$ cat src/rtl/uart_rx_cfg.sv
// Parametrised UART receiver: majority-voted bits, optional parity,
// one or two stop bits, valid/ready delivery with a sticky overrun flag.
module uart_rx_cfg #(
    parameter int CLKS_PER_BIT = 104,
    parameter int DATA_BITS    = 8,
    parameter int PARITY       = 0,
    parameter int STOP_BITS    = 1
) (
    input  logic                 clk,
    input  logic                 rst,
    input  logic                 rx,
    output logic [DATA_BITS-1:0] data_out,
    output logic                 valid,
    input  logic                 ready,
    output logic                 parity_err,
    output logic                 frame_err,
    output logic                 overrun,
    output logic                 busy
);
    localparam int CW = $clog2(CLKS_PER_BIT);
    localparam logic [CW-1:0] S_LO  = CW'(CLKS_PER_BIT / 2 - 1);
    localparam logic [CW-1:0] S_MID = CW'(CLKS_PER_BIT / 2);
    localparam logic [CW-1:0] S_HI  = CW'(CLKS_PER_BIT / 2 + 1);
    localparam logic [CW-1:0] C_END = CW'(CLKS_PER_BIT - 1);
    localparam logic [3:0] D_LAST = 4'(DATA_BITS - 1);
    localparam logic [3:0] S_LAST = 4'(STOP_BITS - 1);
    localparam logic ODD = (PARITY == 1);

    localparam logic [2:0] IDLE      = 3'd0;
    localparam logic [2:0] START     = 3'd1;
    localparam logic [2:0] DATA      = 3'd2;
    localparam logic [2:0] PAR       = 3'd3;
    localparam logic [2:0] STOP      = 3'd4;
    localparam logic [2:0] WAIT_IDLE = 3'd5;

    logic rx_meta_q, rx_s_q, rx_prev_q;
    logic [2:0] state_q, state_d;
    logic [CW-1:0] cnt_q, cnt_d;
    logic [3:0] idx_q, idx_d;
    logic [1:0] smp_q, smp_d;
    logic [DATA_BITS-1:0] shift_q, shift_d;
    logic perr_q, perr_d, ferr_q, ferr_d;
    logic [DATA_BITS-1:0] data_q, data_d;
    logic valid_q, valid_d, operr_q, operr_d;
    logic oferr_q, oferr_d, ovr_q, ovr_d;
    logic vote, commit, wrap, deliver;

    always_comb begin
        state_d = state_q;
        idx_d   = idx_q;
        smp_d   = smp_q;
        shift_d = shift_q;
        perr_d  = perr_q;
        ferr_d  = ferr_q;
        data_d  = data_q;
        valid_d = valid_q;
        operr_d = operr_q;
        oferr_d = oferr_q;
        ovr_d   = ovr_q;
        deliver = 1'b0;
        vote    = (smp_q[0] & smp_q[1]) | (smp_q[0] & rx_s_q) |
                  (smp_q[1] & rx_s_q);
        commit  = (cnt_q == S_HI);
        wrap    = (cnt_q == C_END);
        cnt_d   = wrap ? '0 : cnt_q + CW'(1);
        if (cnt_q == S_LO)  smp_d[0] = rx_s_q;
        if (cnt_q == S_MID) smp_d[1] = rx_s_q;

        case (state_q)
            IDLE: begin
                cnt_d = '0;
                // cnt reads 0 in the edge cycle, so it is 1 one cycle later
                if (!rx_s_q && rx_prev_q) begin
                    state_d = START;
                    cnt_d   = CW'(1);
                    idx_d   = '0;
                    perr_d  = 1'b0;
                    ferr_d  = 1'b0;
                end
            end
            START: begin
                if (commit && vote) begin
                    state_d = IDLE;
                    cnt_d   = '0;
                end else if (wrap) begin
                    state_d = DATA;
                end
            end
            DATA: begin
                if (commit) shift_d = {vote, shift_q[DATA_BITS-1:1]};
                if (wrap) begin
                    if (idx_q == D_LAST) begin
                        idx_d   = '0;
                        state_d = (PARITY != 0) ? PAR : STOP;
                    end else begin
                        idx_d = idx_q + 4'd1;
                    end
                end
            end
            PAR: begin
                if (commit) perr_d = vote != ((^shift_q) ^ ODD);
                if (wrap) state_d = STOP;
            end
            STOP: begin
                if (commit && !vote) ferr_d = 1'b1;
                if (commit && idx_q == S_LAST) begin
                    deliver = 1'b1;
                    cnt_d   = '0;
                    state_d = (ferr_q || !vote) ? WAIT_IDLE : IDLE;
                end else if (wrap) begin
                    idx_d = idx_q + 4'd1;
                end
            end
            WAIT_IDLE: begin
                cnt_d = '0;
                if (rx_s_q) state_d = IDLE;
            end
            default: begin
                state_d = IDLE;
                cnt_d   = '0;
            end
        endcase

        if (deliver) begin
            if (!valid_q || ready) begin
                data_d  = shift_q;
                operr_d = perr_q;
                oferr_d = ferr_q | ~vote;
                valid_d = 1'b1;
            end else begin
                ovr_d = 1'b1;
            end
        end else if (valid_q && ready) begin
            valid_d = 1'b0;
        end
    end

    always_ff @(posedge clk) begin
        if (rst) begin
            rx_meta_q <= 1'b1;
            rx_s_q    <= 1'b1;
            rx_prev_q <= 1'b1;
            state_q   <= IDLE;
            cnt_q     <= '0;
            idx_q     <= '0;
            smp_q     <= '0;
            shift_q   <= '0;
            perr_q    <= 1'b0;
            ferr_q    <= 1'b0;
            data_q    <= '0;
            valid_q   <= 1'b0;
            operr_q   <= 1'b0;
            oferr_q   <= 1'b0;
            ovr_q     <= 1'b0;
        end else begin
            rx_meta_q <= rx;
            rx_s_q    <= rx_meta_q;
            rx_prev_q <= rx_s_q;
            state_q   <= state_d;
            cnt_q     <= cnt_d;
            idx_q     <= idx_d;
            smp_q     <= smp_d;
            shift_q   <= shift_d;
            perr_q    <= perr_d;
            ferr_q    <= ferr_d;
            data_q    <= data_d;
            valid_q   <= valid_d;
            operr_q   <= operr_d;
            oferr_q   <= oferr_d;
            ovr_q     <= ovr_d;
        end
    end

    assign data_out   = data_q;
    assign valid      = valid_q;
    assign parity_err = operr_q;
    assign frame_err  = oferr_q;
    assign overrun    = ovr_q;
    assign busy       = (state_q != IDLE);
endmodule

$ cat config.mk
export PLATFORM = sky130hd
export DESIGN_NAME = uart_rx_cfg
export DESIGN_NICKNAME = d
export VERILOG_FILES = /design/src/rtl/uart_rx_cfg.sv
export SDC_FILE = /design/constraint.sdc
export NUM_CORES = 1
export LEC_CHECK = 0
export CAP_MARGIN = 10
export CORE_ASPECT_RATIO = 1.25
export CORE_MARGIN = 2
export CORE_UTILIZATION = 46
export CTS_CLUSTER_DIAMETER = 40
export DETAILED_ROUTE_END_ITERATION = 12
export GPL_TIMING_DRIVEN = 1
export PLACE_DENSITY = 0.75
export SYNTH_ARGS = -nofsm -noshare
export SYNTH_HDL_FRONTEND = slang
export SYNTH_SLANG_ARGS = --single-unit
$ cat constraint.sdc
create_clock -name clk -period 4.6 [get_ports clk]
set_clock_uncertainty 0.2 [all_clocks]
set_input_delay 1.15 -clock clk [delete_from_list [all_inputs] [get_ports clk]]
set_output_delay 1.15 -clock clk [all_outputs]
set_load 0.005 [all_outputs]
==> qor.csv <==
metric,value,unit
ys.flop_type,dfxtp_1,
die_w,63.3,um
critical_path_arrival,1670,ps
overflow,0,
dpl_cell_area,0.00221,mm^2
core.rowCount,26,
ys_seq_area_share,40.6,%
post_drt_wl_per_cell,12.9,um
synth-edff-count,0,
ys.warnings.count,0,
tightest_slew,767,ps
num_antenna_cells,0,
clock-root-buffer,clkbuf_8,
ys_ff_latch,41,
htreeDepth,2,
synthAdderAreaFrac,4.21,%
syn_to_final_growth,13.5,%
netlist_top_cells_area,"dfxtp_1 41%, mux2i_1 6.9%, nor2_1 4.8%",
drcViolationCount,0,
grt_pass1_wl,6.55,mm
startpoint_type,register,
vias_per_cell,5.26,
hold_viol,0,
port_buffers,16,
antenna_found_initial,0,
core,0.00416,mm^2
cts-hold-fix-buffers,0,
drv_cap,0,
synth_top_area_share,40.6,%
outcome,finished clean,
drtAntennaViolNets,0,
layout_setup_ws,1580,ps
yosys.area_share.simple,25.7,%
grt_pass1_vias,1469,
hold_path_class,reg -> reg,
p_leak,0.799,nW
syn_avg_cell_area,8.74,um^2
worstPathMaxFanout,16,
dr.first_iter.drc_count,84,
fmax,331,MHz
die_h,78.1,um
vias,1573,
synth.most_common_cell,dfxtp_1,
syn_nets,241,
clock-sinks,41,
synth.distinct_cells,45,
worstSetupEndpointType,primary output,
slew_viol_final,0,
worst-setup-path-type,reg -> out,
power_density,351,mW/mm^2
cts_tree,yes,
hpwl,2.68,mm
start_util,48.5,%
drive_gt1_share,7.82,%
grt_start_max_net_pins,40,
cts_setup_buffers,0,
postSynth.asyncResetShare,0,%
clk_pin_slew,70,ps
synth_commonest_cells,"41 x dfxtp_1, 26 x nor2_1, 23 x nand2_1",
ctsResizeCount,0,
fin_area,0.00229,mm^2
muxShareOfSynthArea,6.94,%
final_util,55.0,%
post-place-ws,1640,ps
io_pins,17,
fin_crit,3020,ps
setup_viol,0,
insertion_delay,290,ps
synth_top_family_by_area,simple AND/OR/NAND/NOR gates,
die_area,0.00494,mm^2
synth_area,0.00202,mm^2
clockBufferDepth,2,
tns,0,ps
drt-total-wl,3.85,mm
synth_compound_area_share,12.2,%
drt_first_pass_iters,4,
cts_buffers,5,
grtUsageTotal,17.1,%
fin_crit_sh,65.8,%
synth-xor-area-share,5.89,%
gp_congestion,0.805,
fin_nets,253,
synth_cells,231,
grt_setup_unrepaired,no,
required,3250,ps
slew_headroom,48.5,%
yosysTopAreaCell,dfxtp_1,
peakVddDrop,161,uV
==> cell type report <==
cell class	count	area, um^2
fillers	415	1870
repair buffers	18	175
clock buffers	7	86.3
inverters	8	30.0
well taps	56	70.1
multi-input cells	169	1110
flip-flops and latches	41	821
==> critical path: stages, from the launching register on <==
cell             delay [ps]
dfxtp_1                 470
or3_1                   450
clkdlybuf4s50_1         450
==> cell families after synthesis <==
group	Yosys count
AOI/OAI and AO/OA	35
xor gates and xnor gates	12
adders and majority gates	7
buffers and inverters	21
DFF	41
muxes	14
and+or+nand+nor	101
==> layout by cell type (no fill, tap or decap), types with 3 or more instances in the layout <==
cell	n
dfxtp_1	41
nor2_1	26
nand2_1	23
clkdlybuf4s50_1	16
mux2i_1	14
a21oi_1	14
nand3_1	10
inv_1	8
nand2b_1	8
xnor2_1	8
nor2b_1	7
ha_1	6
clkbuf_8	6
nand4_1	5
or2_2	4
nor3_1	4
nor3b_1	3
xor2_1	3
==> metal layers <==
layer  up-vias  share of wire (%)  track usage [%]
li1        818                  -                -
met1       729                 48             20.5
met2        19                 47             27.8
met3         7                3.2             4.44
met4         0                2.1             9.57
met5         -                  0                0
==> state kept, by name (all words and copies together), names as in the netlist, 2 cells and up <==
name,count
state_q,3
smp_q,2
idx_q,4
data_out,8
cnt_q,7
shift_q,8
==> power by group <==
part	switching (mW)	total [mW]	internal (mW)
registers	0.0375	0.407	0.369
clock network	0.115	0.234	0.119
logic	0.0862	0.163	0.0772
==> final timing paths <==
| kind | start | end | slack (ps) | cells past startpoint |
|---|---|---|---|---|
| setup / recovery | state_q[1] | busy | 1580 | 2 |
| hold / removal | rx_meta_q | rx_s_q | 240 | 1 |
| setup reg to reg | cnt_q[0] | idx_q[3] | 2220 | 6 |
| hold reg to reg | rx_meta_q | rx_s_q | 240 | 1 |
==> through the flow <==
stage | hold WS (ps) | total power [mW] | instances
6_report | 239 | 0.804 | 299
5_1_grt | 247 | 0.853 | 299
4_1_cts | 235 | 0.813 | 299
3_5_place_dp | 217 | 0.578 | 292
3_3_place_gp | 193 | 0.575 | 292
2_1_floorplan | 189 | 0.534 | 231
Power figures use the tool's default switching activity.
